===== src/rtl/issue_scoreboard_pkg.sv =====
// Shared definitions for the issue scoreboard: unit codes, default latencies and the
// result-slot record, so Issue, the functional units and Writeback agree on them.
package issue_scoreboard_pkg;

  localparam logic [1:0] UNIT_NONE = 2'd0;
  localparam logic [1:0] UNIT_AM   = 2'd1;
  localparam logic [1:0] UNIT_MEM  = 2'd2;
  localparam logic [1:0] UNIT_MUL  = 2'd3;

  localparam int SB_DEPTH    = 8;
  localparam int AM_LAT_DEF  = 4;
  localparam int MEM_LAT_DEF = 3;
  localparam int MUL_LAT_DEF = 6;

  localparam int REG_W = 5;

  typedef struct packed {
    logic [1:0]       unit;
    logic             writereg;
    logic [REG_W-1:0] regdest;
  } slot_t;

  localparam slot_t SLOT_EMPTY = '0;

endpackage


===== src/rtl/issue_scoreboard_result_shift_reg.sv =====
// Result shift register: one slot per future writeback cycle, shifting toward slot 0
// every cycle, with a single indexed load that takes priority over the shift.
module issue_scoreboard_result_shift_reg
  import issue_scoreboard_pkg::*;
#(
  parameter int DEPTH = SB_DEPTH,
  localparam int IW = (DEPTH > 1) ? $clog2(DEPTH) : 1
) (
  input  logic                clock,
  input  logic                reset,
  input  logic                load_en,
  input  logic [IW-1:0]       load_idx,
  input  slot_t               load_data,
  output slot_t [DEPTH-1:0]   slots,
  output logic  [DEPTH-1:0]   occupied
);

  // NOTE: the slots carry the valid state of in-flight ops, so unlike a data RAM they must be reset.
  always_ff @(posedge clock or posedge reset) begin
    if (reset) begin
      slots <= '0;
    end else begin
      for (int k = 0; k < DEPTH - 1; k++) begin
        slots[k] <= slots[k+1];
      end
      slots[DEPTH-1] <= SLOT_EMPTY;
      // NOTE: non-blocking only; the later load assignment to the same slot overrides the shift.
      if (load_en) begin
        slots[load_idx] <= load_data;
      end
    end
  end

  for (genvar k = 0; k < DEPTH; k++) begin : g_occ
    assign occupied[k] = (slots[k].unit != UNIT_NONE);
  end

endmodule


===== src/rtl/issue_scoreboard.sv =====
// Issue-stage hazard responder: RAW/WAW/result-bus stall decision, writeback-slot
// reservation, pending-destination bitmap and a sticky writeback consistency check.
module issue_scoreboard
  import issue_scoreboard_pkg::*;
#(
  parameter int DEPTH   = SB_DEPTH,
  parameter int AM_LAT  = AM_LAT_DEF,
  parameter int MEM_LAT = MEM_LAT_DEF,
  parameter int MUL_LAT = MUL_LAT_DEF
) (
  input  logic        clock,
  input  logic        reset,
  input  logic        iss_sb_req,
  input  logic [1:0]  iss_sb_unit,
  input  logic        iss_sb_rega_used,
  input  logic [4:0]  iss_sb_addra,
  input  logic        iss_sb_regb_used,
  input  logic [4:0]  iss_sb_addrb,
  input  logic        iss_sb_writereg,
  input  logic [4:0]  iss_sb_regdest,
  output logic        sb_iss_stall,
  output logic [1:0]  sb_wb_unit,
  output logic        sb_wb_writereg,
  output logic [4:0]  sb_wb_regdest,
  input  logic        wb_sb_en,
  input  logic [4:0]  wb_sb_addr,
  output logic [31:0] sb_pending,
  output logic        sb_err
);

  localparam int IW = (DEPTH > 1) ? $clog2(DEPTH) : 1;
  localparam int LW = $clog2(DEPTH + 1);

  if (AM_LAT < 1 || AM_LAT > DEPTH || MEM_LAT < 1 || MEM_LAT > DEPTH ||
      MUL_LAT < 1 || MUL_LAT > DEPTH) begin : g_bad_latency
    $error("issue_scoreboard: every unit latency must lie in 1..DEPTH");
  end

  slot_t [DEPTH-1:0] slots;
  logic  [DEPTH-1:0] occupied;
  logic  [DEPTH:0]   occ_ext;
  logic  [LW-1:0]    lat;
  logic  [IW-1:0]    load_idx;
  logic              load_en;
  logic              accept;
  logic              raw_hz, waw_hz, struct_hz;
  logic  [31:0]      pend_q, pend_d;
  logic              err_now;
  slot_t             s0;

  always_comb begin
    case (iss_sb_unit)
      UNIT_AM:  lat = LW'(AM_LAT);
      UNIT_MEM: lat = LW'(MEM_LAT);
      UNIT_MUL: lat = LW'(MUL_LAT);
      default:  lat = '0;
    endcase
  end

  // A slot index of DEPTH reads the constant-empty top bit, so L==DEPTH never collides.
  assign occ_ext   = {1'b0, occupied};
  assign raw_hz    = (iss_sb_rega_used & pend_q[iss_sb_addra]) |
                     (iss_sb_regb_used & pend_q[iss_sb_addrb]);
  assign waw_hz    = iss_sb_writereg & (iss_sb_regdest != '0) & pend_q[iss_sb_regdest];
  assign struct_hz = (iss_sb_unit != UNIT_NONE) & occ_ext[lat];

  assign sb_iss_stall = iss_sb_req & (raw_hz | waw_hz | struct_hz);
  assign accept       = iss_sb_req & ~sb_iss_stall;
  assign load_en      = accept & (iss_sb_unit != UNIT_NONE);
  assign load_idx     = IW'(lat - LW'(1));

  issue_scoreboard_result_shift_reg #(.DEPTH(DEPTH)) u_rsr (
    .clock     (clock),
    .reset     (reset),
    .load_en   (load_en),
    .load_idx  (load_idx),
    .load_data ('{unit: iss_sb_unit, writereg: iss_sb_writereg, regdest: iss_sb_regdest}),
    .slots     (slots),
    .occupied  (occupied)
  );

  assign s0 = slots[0];

  // NOTE: pend_d starts from pend_q so every path assigns it and no latch is inferred.
  always_comb begin
    pend_d = pend_q;
    if (s0.unit != UNIT_NONE && s0.writereg) begin
      pend_d[s0.regdest] = 1'b0;
    end
    if (load_en && iss_sb_writereg && iss_sb_regdest != '0) begin
      pend_d[iss_sb_regdest] = 1'b1;
    end
    pend_d[0] = 1'b0;
  end

  // An ALU/misc slot may legally skip its write (overflow suppression); a wrong address never is.
  assign err_now = (s0.writereg & ~wb_sb_en & (s0.unit != UNIT_AM)) |
                   (s0.writereg & wb_sb_en & (wb_sb_addr != s0.regdest)) |
                   (wb_sb_en & ~s0.writereg);

  always_ff @(posedge clock or posedge reset) begin
    if (reset) begin
      pend_q <= '0;
      sb_err <= 1'b0;
    end else begin
      pend_q <= pend_d;
      if (err_now) begin
        sb_err <= 1'b1;
      end
    end
  end

  assign sb_pending     = pend_q;
  assign sb_wb_unit     = s0.unit;
  assign sb_wb_writereg = s0.writereg;
  assign sb_wb_regdest  = s0.regdest;

endmodule


===== config.mk =====
export PLATFORM = sky130hd
export DESIGN_NAME = issue_scoreboard
export DESIGN_NICKNAME = d
export VERILOG_FILES = /design/src/rtl/issue_scoreboard_pkg.sv /design/src/rtl/issue_scoreboard_result_shift_reg.sv /design/src/rtl/issue_scoreboard.sv
export SDC_FILE = /design/constraint.sdc
export NUM_CORES = 1
export LEC_CHECK = 0
export ABC_AREA = 1
export BUFFER_PORTS_ARGS = -buffer_cell sky130_fd_sc_hd__buf_4
export CORE_ASPECT_RATIO = 2
export CORE_MARGIN = 4
export CORE_UTILIZATION = 30
export DETAILED_ROUTE_END_ITERATION = 6
export GPL_TIMING_DRIVEN = 0
export PLACE_DENSITY_LB_ADDON = 0.15
export REMOVE_ABC_BUFFERS = 1
export SLEW_MARGIN = 20
export SYNTH_ARGS = -nofsm -noshare
export SYNTH_HDL_FRONTEND = slang
export SYNTH_SLANG_ARGS = --single-unit

===== constraint.sdc =====
create_clock -name clock -period 3.7 [get_ports clock]
set_input_delay 0.37 -clock clock [delete_from_list [all_inputs] [get_ports clock]]
set_output_delay 0.37 -clock clock [all_outputs]
set_load 0.05 [all_outputs]

Yosys cells after proc, flatten, opt, wreduce, memory -nomap -nowiden
Cells that the tools add are included.
- flip-flop bits (word level): 96
- bits of input ports: 29
- word-level logic and storage cells: 100
- reduce and logical (&&, ||, !) cells: 16
- add/subtract/negate cells: 1
- $lt $le $gt $ge: 9
- mux-type cells: 19
- equal/unequal tests: 5
- bitwise operators: 24
- operator list (cell ; number):
    $bwmux 64 ; 1
    $mux 32 ; 2
    $mux 64 ; 1
    $and 32x32->32 ; 1
    $not 32->32 ; 1
    $or 32x32->32 ; 1
    $demux 8 s3 ; 1
    $lt 5x6->1 const B ; 4
    $reduce_bool 2->1 ; 9
    $bmux 1 s5 ; 3
    $and 1x1->1 ; 13
    $demux 1 s5 ; 2
    $ge 5x1->1 const B ; 2
    $pmux 3 s3 ; 1
    $mux 8 ; 1
    $logic_and 1x1->1 ; 6
    $mux 1 ; 6
    $lt 4x5->1 const B ; 1
    $ne 5x5->1 ; 1
    $or 1x1->1 ; 5
    $reduce_bool 5->1 ; 1
    $bmux 1 s4 ; 1
    $eq 2x2->1 const B ; 2
    $lt 3x4->1 const B ; 1
    other kinds (5) ; 7

Depth between registers and ports, before layout
Gate-level depths: netlist of the first run.
- depth in word-level cells: 13
- gate-level depth with buffers: 17
- mapped depth without buffers: 14

By module
From an unflattened synthesis of the first run, not the netlist that was laid out.
- cells, all modules: 805
- area total of the unflattened synthesis: 5719.2 um2
- by module, submodules not included (module ; instances ; seq. area each (um2) ; cells an instance ; area each (um2)):
    issue_scoreboard ; 1 ; 800.8 ; 509 ; 3111.7
    issue_scoreboard_result_shift_reg ; 1 ; 1601.5 ; 296 ; 2607.5

Least setup slack after synthesis of the first run
No wires, ideal clock.
- path kind: input -> output
- start point: in iss_sb_unit[0]
- end point: out sb_iss_stall
- setup slack: 1.206 ns
- path buffers: 2
- arrival time: 2.124 ns
- cell stages on the path: 14
- cell sequence: inv_1 -> ha_1 -> clkbuf_1 -> nor2_1 -> inv_1 -> nand3_1 -> nand3b_1 -> nand2_1 -> nor2_1 -> a21oi_2 -> nand3_4 -> clkbuf_1 -> nand2_1 -> inv_1
- word-level cells in the longest chain between the ends: 7
- RTL lines (element ; RTL line ; source):
    from (decl) ; issue_scoreboard.sv:14 ; input logic [1:0] iss_sb_unit,
    $eq 2x2->1 / $eq 2x1->1 (equally long branches) ; issue_scoreboard.sv:52 ; case (iss_sb_unit)
    $pmux 3 s3 ; issue_scoreboard.sv:52 ;
    $bmux 1 s4 ; issue_scoreboard.sv:65 ; assign struct_hz = (iss_sb_unit != UNIT_NONE) & occ_ext[lat];
    $mux 1 (not written as such) ; issue_scoreboard.sv:65 ;
    $and 1x1->1 * ; issue_scoreboard.sv:65 ;
    $or 1x1->1 * ; issue_scoreboard.sv:67 ; assign sb_iss_stall = iss_sb_req & (raw_hz | waw_hz | struct_hz);
    $and 1x1->1 * ; issue_scoreboard.sv:67 ;
    to (decl) ; issue_scoreboard.sv:21 ; output logic sb_iss_stall,
Mark *: on every way between the ends. The rest lies on a longest branch, timed or not. The select of a mux whose other input is x is not followed.

Worst setup path after layout of the first run
- start point: in iss_sb_regdest[0]
- end point: out sb_iss_stall
- word-level cells in the longest chain between the ends: 6
- RTL lines (element ; RTL line ; source):
    from (decl) ; issue_scoreboard.sv:20 ; input logic [4:0] iss_sb_regdest,
    $bmux 1 s5 / $reduce_bool 5->1 (equally long branches) ; issue_scoreboard.sv:64 ; assign waw_hz = iss_sb_writereg & (iss_sb_regdest != '0) & pend_q[iss_sb_regdest];
    $mux 1 (not written as such) / $and 1x1->1 (equally long branches) ; issue_scoreboard.sv:64 ;
    $and 1x1->1 * ; issue_scoreboard.sv:64 ;
    $or 1x1->1 * (2 in series) ; issue_scoreboard.sv:67 ;
    $and 1x1->1 * ; issue_scoreboard.sv:67 ;
Marks and branches as above.

==> impl_metrics.py, run 1 <==
metrics = {
    "placement": {
        "routabilityCongestion": 0.859,
        "port_buffers": 69,
        "place_inst": 1174,
        "hpwl_um": 15100,
    },
    "critical_path": {
        "r2r_end": "sb_pending[30]",
        "worstPathRequired_ns": 3.33,
        "critPathArrivalTime_ns": 2.93,
        "cp-start-kind": "input pin",
        "slowest_stage": "nand2_1",
        "ff2ff_path_depth": 10,
        "crit_family": "buffers and inverters",
        "ff2ff_setup_slack_ns": 1.02,
        "timing.rr.start": "sb_pending[28]",
        "path_max_fanout": 32,
        "criticalPathCategory": "in2out",
        "worstPathBufferInverterCount": 5,
        "crit_chain": "buf_4, inv_2, nand2_1, o21ai_1, inv_2, a21oi_2, nand3_4, nand2_1, inv_1, buf_4",
        "max_stage_delay_ns": 0.42,
        "endpoint_kind": "output pin",
    },
    "die": {
        "chipWidth_um": 108,
        "initial_core_util_pct": 30.8,
        "num_rows": 72,
        "coreArea_mm2": 0.0195,
        "ios": 71,
        "die_h_um": 208,
        "dieArea_mm2": 0.0224,
    },
    "sta": {
        "fin_tns_setup_ns": 0,
        "min_period_over_period_pct": 89.1,
        "worstMarginPinSlew_ns": 1.08,
        "fin_crit_ns": 3.30,
        "max_slew_margin_pct": 27.8,
        "fin_skew_ns": 0.00643,
        "finalSetupViolCount": 0,
        "slew_violations": 0,
        "holdWs_ns": 0.00408,
        "max_freq_ghz": 0.303,
        "rsz0062_at_grt": "false",
        "timing.final.hold_violations": 0,
    },
    "clock_tree": {
        "cts.sinks": 96,
        "hold_buffers": 0,
        "cts-resized-gates": 0,
        "htreeDepth": 3,
        "cts_max_path_buffers": 2,
        "root_buffer": "clkbuf_16",
        "cts_tree": "done",
        "clk_latency_ns": 0.35,
        "cts_inserted_buffers": 9,
        "clk_pin_slew_ns": 0.07,
        "post_cts_buffers": 0,
    },
    "power": {
        "power_mw": 5.04,
        "switching_share_pct": 47.4,
        "ir_worst_vdd_uv": 242,
        "p_sw_mw": 2.39,
        "power_frac_seq_pct": 35.5,
        "power_density_mw_per_mm2": 720,
        "p_clk_share_pct": 20.6,
        "leakagePower_nw": 3.33,
        "power_frac_comb_pct": 43.9,
        "p_int_mw": 2.65,
    },
    "routing": {
        "vias_per_cell": 4.88,
        "wl_per_cell_um": 17.0,
        "vias": 5818,
        "postRouteAntennaNets": 0,
        "dr.pass1.iters": 5,
        "totalWireLength_um": 20300,
        "drtIter0Drc": 276,
        "drc": 0,
    },
    "global_routing": {
        "first_global_vias": 5696,
        "grt_start_max_net_pins": 59,
        "grt_antenna_before_repair": 0,
        "grt_pass1_wl_um": 31800,
        "grt_overflow": 0,
        "grt_usage_pct": 18.5,
    },
    "yosys": {
        "ys_seq_elements": 96,
        "syn_area_mm2": 0.00599,
        "syn_area_per_cell_um2": 6.75,
        "synth_cells": 888,
        "yosysSeqAreaShare_pct": 40.1,
        "yosysWarningCount": 0,
        "synth.distinct_cells": 32,
    },
    "final_layout": {
        "multi_input_area_mm2": 0.00303,
        "fin_util_pct": 36.0,
        "antenna_cells": 0,
        "area_growth_pct": 16.9,
        "final_nets": 965,
        "layout-drive-gt1-share_pct": 12.1,
        "instances_no_fill": 1193,
        "regArea_mm2": 0.00240,
        "num-fill-cells": 2198,
    },
    "worst_hold_path": {
        "hold_class": "in2async",
    },
    "job": {
        "maxCapViolations": 0,
    },
    "status": {
        "status": "finished clean",
    },
}
==> power groups by stage <==
stage               registers, mW  logic, mW  clock network (mW)
floorplan                    2.36      0.826                   0
detailed placement           1.81       2.22                   0
global route                 1.84       2.42                1.10
finish                       1.79       2.21                1.04
CTS                          1.79       2.23                1.07
global placement             1.81       2.19                   0
==> cell families (layout without fill, tap and decap cells) <==
family	Yosys count	in the layout	synth area share, %
simple gates	490	491	34.5
flops	96	96	40.1
fa+ha+maj	7	7	1.46
other cells	1	9	0.0626
xor+xnor	3	3	0.439
buf+inv	133	170	9.98
compound gates	158	158	13.4
==> worst register-to-register path, stage by stage (launching register included) <==
cell	delay [ns]
dfrtp_1	0.46
or2_2	0.30
nand3_1	0.07
nand3_1	0.13
nand3_1	0.11
nand3_1	0.09
nand3_1	0.16
nand3_4	0.34
nor2_2	0.71
nand3_1	0.14
nand2_1	0.10
==> sequential cells by signal (all words and copies together), names as in the netlist <==
name,count
sb_pending,31
u_rsr.slots,64
sb_err,1
==> through the flow <==
step	setup slack, ns	cell area [um^2]
6_report	0.404	7010
5_1_grt	0.178	7010
4_1_cts	0.0932	6980
3_5_place_dp	-0.282	6660
3_3_place_gp	-1.82	6560
2_1_floorplan	0.317	5720
==> how the worst max path moves through the flow <==
| stage | to | slack (ns) | startpoint | depth (start not counted) |
|---|---|---|---|---|
| detailed placement | u_rsr.slots[24] | -0.28 | iss_sb_regdest[0] | 11 |
| global placement | u_rsr.slots[17] | -1.82 | iss_sb_regdest[0] | 9 |
| finish | sb_iss_stall | 0.40 | iss_sb_regdest[0] | 10 |
| floorplan | u_rsr.slots[14] | 0.32 | iss_sb_regdest[0] | 8 |
| global route | sb_iss_stall | 0.18 | iss_sb_regdest[0] | 10 |
| CTS | u_rsr.slots[24] | 0.09 | iss_sb_regdest[0] | 11 |
==> cells in the mapped netlist, drive strengths merged <==
| master | number | share of area, % |
|---|---|---|
| o31ai | 1 | 0.13 |
| or2 | 1 | 0.10 |
| o21ai | 150 | 13 |
| nor3 | 9 | 0.84 |
| ha | 7 | 1.5 |
| buf | 34 | 3.8 |
| nand3 | 104 | 9.7 |
| xnor2 | 3 | 0.44 |
| conb | 1 | 0.063 |
| nand3b | 2 | 0.25 |
| clkbuf | 20 | 1.3 |
| dfrtp | 96 | 40 |
| a211oi | 1 | 0.13 |
| nor2 | 51 | 3.3 |
| nand4 | 1 | 0.10 |
| o22ai | 1 | 0.10 |
| a21oi | 3 | 0.31 |
| o211ai | 2 | 0.25 |
| nand2 | 322 | 20 |
| inv | 78 | 4.9 |
| clkinv | 1 | 0.063 |
==> per-layer routing <==
| metal | vias to the layer above | part of all wire [%] | track usage (%) | wire length [um] |
|---|---|---|---|---|
| met4 | 0 | 5.0 | 10.0 | 1020 |
| met5 | - | 0 | 0 | 0 |
| met1 | 2751 | 35 | 18.5 | 7150 |
| li1 | 2905 | - | - | - |
| met2 | 120 | 57 | 35.6 | 11600 |
| met3 | 42 | 2.6 | 2.15 | 531 |
==> final cells by class <==
class                           count  share of cell area, %
Clock buffer                       10                   3.41
Clock inverter                      6                   1.18
Inverter                           79                   4.30
Multi-Input combinational cell    668                   43.2
Sequential cell                    96                   34.3
Tap cell                          259                   4.63
Timing Repair Buffer               75                   8.97
==> placed cells by master, fill, tap and decap left out, drive strengths merged <==
master    netlist  final
nand2         322    322
o21ai         150    150
nand3         104    104
dfrtp          96     96
inv            78     78
buf            34     75
nor2           51     52
clkbuf         20     10
conb            1      9
nor3            9      9
ha              7      7
clkinv          1      4
xnor2           3      3
a21oi           3      3
nand3b          2      2
o211ai          2      2
bufinv          0      2
o31ai           1      1
or2             1      1
o22ai           1      1
nand4           1      1
a211oi          1      1
clkinvlp        0      1
Note: power is estimated with default switching activity, not from simulation.
==> run 2, diff against run 1 <==
CORE_UTILIZATION = 45   (was 30)
==> run 2 against run 1 <==
Wire length shrank 10%. First-iteration DRC count shrank 4.3%. Largest cell class unchanged. Critical path depth is the same. Core utilization grew 17 points. Worst setup slack lost 0.0040 ns. Sequential power is essentially flat. Non-clock buffer count grew 2. Global-route usage grew 6.5 points. Combinational power is essentially flat.
==> impl_metrics.py, run 2 (synthesis gave the netlist of run 1 again) <==
metrics = {
    "worst_hold_path": {
        "hold_class": "in2reg",
    },
    "global_routing": {
        "grt_start_max_net_pins": 78,
        "grt_antenna_before_repair": 0,
        "grt_overflow": 0,
        "first_global_vias": 5748,
        "grt_pass1_wl_um": 29200,
        "grt_usage_pct": 25.0,
    },
    "power": {
        "p_clk_share_pct": 20.4,
        "leakagePower_nw": 3.33,
        "p_int_mw": 2.66,
        "power_frac_seq_pct": 35.6,
        "power_mw": 4.99,
        "switching_share_pct": 46.7,
        "power_frac_comb_pct": 44.0,
        "power_density_mw_per_mm2": 722,
        "ir_worst_vdd_uv": 350,
        "p_sw_mw": 2.33,
    },
    "sta": {
        "setup_ws_ns": 0.400,
        "max_freq_ghz": 0.303,
        "fin_crit_ns": 3.30,
        "fin_skew_ns": 0.00612,
        "min_period_over_period_pct": 89.2,
        "max_slew_margin_pct": 35.6,
        "fin_tns_setup_ns": 0,
        "holdWs_ns": 0.301,
        "slew_violations": 0,
        "worstMarginPinSlew_ns": 0.963,
        "timing.final.hold_violations": 0,
        "rsz0062_at_grt": "false",
        "finalSetupViolCount": 0,
    },
    "clock_tree": {
        "htreeDepth": 3,
        "clk_latency_ns": 0.34,
        "cts_inserted_buffers": 9,
        "cts.sinks": 96,
        "clk_pin_slew_ns": 0.07,
        "cts_max_path_buffers": 2,
        "cts_tree": "done",
        "root_buffer": "clkbuf_16",
    },
    "final_layout": {
        "final_nets": 968,
        "regArea_mm2": 0.00240,
        "largest-register": "u_rsr.slots",
        "fin_util_pct": 52.9,
        "layout-drive-gt1-share_pct": 12.2,
        "area_growth_pct": 15.4,
        "final_cell_mix": "nand2_1 (322), o21ai_0 (144), dfrtp_1 (96), nand3_1 (93)",
        "antenna_cells": 0,
        "num-fill-cells": 1348,
        "mostFrequentLayoutCell": "nand2_1",
        "largest_reg_flops": 64,
        "multi_input_area_mm2": 0.00303,
    },
    "placement": {
        "port_buffers": 69,
        "routabilityCongestion": 0.966,
        "dp_slack_ns": -0.647,
        "hpwl_um": 13100,
    },
    "routing": {
        "drc": 0,
        "postRouteAntennaNets": 0,
        "vias_per_cell": 5.48,
        "dr.pass1.iters": 6,
        "vias": 5966,
        "totalWireLength_um": 18200,
        "drtIter0Drc": 264,
        "wl_per_cell_um": 16.7,
    },
    "critical_path": {
        "criticalPathCategory": "in2out",
        "path_max_fanout": 29,
        "critPathArrivalTime_ns": 2.93,
        "endpoint_kind": "output pin",
        "max_stage_delay_ns": 0.49,
        "worstPathRequired_ns": 3.33,
        "slowest_stage": "o21ai_1",
        "crit_chain": "buf_4, inv_2, nand2_1, o21ai_1, clkinvlp_4, a21oi_2, nand3_4, nand2_1, inv_1, buf_4",
        "worstPathBufferInverterCount": 5,
        "cp-start-kind": "input pin",
        "crit_family": "buffers and inverters",
    },
    "die": {
        "die_h_um": 171,
        "initial_core_util_pct": 45.9,
        "dieArea_mm2": 0.0153,
        "coreArea_mm2": 0.0131,
        "chipWidth_um": 89.6,
        "ios": 71,
        "num_rows": 59,
    },
    "status": {
        "status": "finished clean",
    },
    "job": {
        "maxCapViolations": 0,
    },
}
==> run 2: cell types whose count changed in the layout (fill, tap and decap cells not counted), sizes merged <==
cell,previous run,this run
buf,75,76
dlygate4sd3,0,1
inv,78,77
clkinvlp,1,4
clkinv,4,2
clkbuf,10,11
==> run 2: area by class of cell <==
class	instances	share of cell area [%]
clock inverter	5	1.16
timing repair inverter	1	0.0724
sequential	96	34.7
clock buffer	11	3.51
multi-input combinational	668	43.8
timing repair buffer	77	9.55
inverter	79	4.42
tap	152	2.75
==> run 2: worst register-to-register path: stages, from the launching register on <==
cell,delay (ns)
dfrtp_1,0.46
or2_2,0.30
nand3_1,0.08
nand3_1,0.22
nand3_1,0.15
nand3_1,0.09
nand3_1,0.15
nand3_4,0.32
nor2_4,0.27
buf_16,0.20
buf_16,0.19
buf_16,0.19
o21ai_0,0.10
==> run 2: worst paths after layout <==
path	startpoint	end	slack [ns]	cells after the start
max in group asynchronous	reset	sb_pending[14]	2.53	4
setup reg to reg	sb_pending[28]	u_rsr.slots[43]	0.85	12
setup / recovery	iss_sb_regdest[0]	sb_iss_stall	0.40	10
min in group asynchronous	reset	sb_pending[29]	0.52	3
hold reg to reg	u_rsr.slots[60]	u_rsr.slots[52]	0.50	2
hold / removal	wb_sb_en	sb_err	0.30	3
==> run 2: repair_timing <==
| item | 4_1_cts | 5_1_grt |
|---|---|---|
| cloned | 2 | 0 |
| pin swaps | 1 | 0 |
| buffers inserted | 1 | 2 |
| hold buffers | 1 | 0 |
| setup endpoints to repair | 42 | 36 |
| hold endpoints to repair | 19 | 0 |
| gates resized for setup | 1 | 0 |
==> run 2: through the flow <==
step,area [um^2],instances
finish,6910,1089
global route,6910,1089
CTS,6900,1087
detailed placement,6540,1067
global placement,6430,1063
floorplan,5720,842
==> run 2: per-layer routing <==
layer | global-route usage (%) | routed length, um | part of all wire (%)
met5 | 0 | 0 | 0
met4 | 14.3 | 1050 | 5.8
met3 | 3.31 | 782 | 4.3
met2 | 46.2 | 10100 | 56
met1 | 25.8 | 6180 | 34
==> run 2: power by group through the flow <==
| stage | sequential, mW | combinational [mW] | clock [mW] |
|---|---|---|---|
| after floorplan | 2.36 | 0.826 | 0 |
| after global placement | 1.79 | 2.15 | 0 |
| after detailed placement | 1.79 | 2.19 | 0 |
| after CTS | 1.77 | 2.21 | 1.03 |
| after global routing | 1.83 | 2.40 | 1.08 |
| final | 1.78 | 2.20 | 1.02 |
==> run 3, diff against run 2 <==
PLACE_DENSITY = 0.62   (was not set)
PLACE_DENSITY_LB_ADDON = not set   (was 0.15)
==> run 3 against run 2 <==
Register-to-register slack is essentially flat. Clock power is 10% lower. First-iteration DRC count down 6.4%. Core utilization fell by 0.31 points. Sequential share of layout area grew 0.20 points. Worst setup slack got worse by 0.099 ns. Final cell count down 0.37%. Critical path depth is 2 higher. Hold slack improved by 0.010 ns. Count of clock-buffer cells in the layout stayed put. Non-clock buffer count fell by 2. Largest cell class unchanged.
==> impl_metrics.py, run 3 (synthesis gave the netlist of run 1 again) <==
metrics = {
    "status": {
        "status": "finished clean",
    },
    "critical_path": {
        "worstPathRequired_ns": 3.98,
        "ff2ff_setup_slack_ns": 0.85,
        "endpoint_kind": "flip-flop",
        "critPathArrivalTime_ns": 3.68,
        "path_max_fanout": 32,
        "ff2ff_path_depth": 12,
        "timing.rr.start": "sb_pending[28]",
        "r2r_end": "sb_pending[16]",
        "cp-start-kind": "input pin",
        "criticalPathCategory": "in2reg",
    },
    "worst_hold_path": {
        "hp-start": "wb_sb_en",
        "hold_class": "in2reg",
        "hold-path-endpoint": "sb_err",
        "worstHoldPathCells": 3,
    },
    "sta": {
        "slew_violations": 0,
        "setup_ws_ns": 0.301,
        "holdWs_ns": 0.311,
        "max_slew_margin_pct": 37.1,
        "fin_skew_ns": 0.0107,
        "max_freq_ghz": 0.294,
        "rsz0062_at_grt": "false",
        "worstMarginPinSlew_ns": 0.941,
        "fin_tns_setup_ns": 0,
        "finalSetupViolCount": 0,
        "timing.final.hold_violations": 0,
        "min_period_over_period_pct": 91.9,
        "fin_crit_ns": 3.40,
    },
    "global_routing": {
        "grt_antenna_before_repair": 0,
        "grt_overflow": 0,
        "grt_usage_pct": 24.0,
        "grt_start_max_net_pins": 77,
        "grt_pass1_wl_um": 28000,
        "first_global_vias": 5593,
    },
    "die": {
        "coreArea_mm2": 0.0131,
        "chipWidth_um": 89.6,
        "initial_core_util_pct": 45.9,
        "die_h_um": 171,
        "dieArea_mm2": 0.0153,
        "ios": 71,
        "num_rows": 59,
    },
    "placement": {
        "place_area_mm2": 0.00657,
        "hpwl_um": 13100,
        "routabilityCongestion": 0.867,
        "dp_slack_ns": -0.340,
        "port_buffers": 69,
        "place_inst": 1068,
    },
    "routing": {
        "totalWireLength_um": 17900,
        "drc": 0,
        "vias_per_cell": 5.42,
        "vias": 5884,
        "dr.pass1.iters": 4,
        "wl_per_cell_um": 16.5,
        "postRouteAntennaNets": 0,
        "drtIter0Drc": 247,
    },
    "final_layout": {
        "fin_util_pct": 52.6,
        "final_area_mm2": 0.00687,
        "largest_reg_flops": 64,
        "layout-drive-gt1-share_pct": 11.9,
        "num-fill-cells": 1327,
        "instances_no_fill": 1085,
        "antenna_cells": 0,
        "final_nets": 964,
        "largest-register": "u_rsr.slots",
        "mostFrequentLayoutCell": "nand2_1",
        "area_growth_pct": 14.7,
        "final_cell_mix": "nand2_1 (322), o21ai_0 (144), dfrtp_1 (96), nand3_1 (93), inv_1 (72)",
    },
    "power": {
        "ir_worst_vdd_uv": 314,
        "leakagePower_nw": 3.33,
        "power_density_mw_per_mm2": 710,
        "power_mw": 4.88,
    },
    "clock_tree": {
        "cts_inserted_buffers": 9,
        "root_buffer": "clkbuf_16",
        "cts_max_path_buffers": 2,
        "clk_latency_ns": 0.34,
        "cts.sinks": 96,
        "cts_tree": "done",
        "htreeDepth": 3,
        "clk_pin_slew_ns": 0.07,
    },
    "job": {
        "maxCapViolations": 0,
    },
}
[run 3: changes by cell type in the layout (fill, tap and decap cells not counted), sizes merged]
cell | previous run | this run
clkinvlp | 4 | 0
nor2 | 52 | 51
inv | 77 | 79
bufinv | 2 | 0
buf | 76 | 74
clkinv | 2 | 5
[run 3: area by class of cell]
type / instances / area, um^2 / area share, %
clock buffer: 11 / 253 / 3.68
clock inverter: 5 / 40.0 / 0.582
multi-input combinational: 667 / 3020 / 44.0
inverter: 79 / 302 / 4.39
timing repair buffer: 75 / 666 / 9.68
sequential: 96 / 2400 / 34.9
tap: 152 / 190 / 2.77
[run 3: worst max-delay path by stage]
stage,start,end,slack (ns),cells past startpoint
after floorplan,iss_sb_regdest[0],u_rsr.slots[14],0.32,8
after detailed placement,iss_sb_regdest[0],sb_pending[16],-0.34,12
after global routing,iss_sb_regdest[0],sb_pending[16],0.05,12
after global placement,iss_sb_regdest[0],u_rsr.slots[16],-1.70,9
final,iss_sb_regdest[0],sb_pending[16],0.30,12
after CTS,iss_sb_regdest[0],sb_pending[16],0.02,12
[run 3: what timing repair did]
item	in CTS	in global routing
buffers inserted	0	0
endpoints found under the setup margin	0	0
endpoints found under the hold margin	20	0
gates resized for setup	0	0
hold buffers	1	0
[run 3: power breakdown]
part | total [mW] | switching [mW] | internal (mW) | leakage (nW)
Sequential | 1.77 | 0.379 | 1.39 | 1.10
Combinational | 2.20 | 1.54 | 0.663 | 2.08
Clock | 0.917 | 0.419 | 0.498 | 0.146
[run 3: layer usage]
layer  track usage, %  part of all wire (%)  up-vias
met5                0                     0        -
met4             13.6                   5.4        0
met3             2.78                   3.6       55
met2             45.1                    55      151
met1             24.3                    36     2772
li1                 -                     -     2906
[run 3: critical path, cell delays in order]
cell and delay, ns:
buf_4 0.20, inv_2 0.34, nand2_1 0.39, o21ai_1 0.26, inv_2 0.29, a21oi_2 0.28, nand3_4 0.32, nor2_4 0.59
buf_16 0.23, buf_16 0.18, nand3_1 0.09, nand2_1 0.09
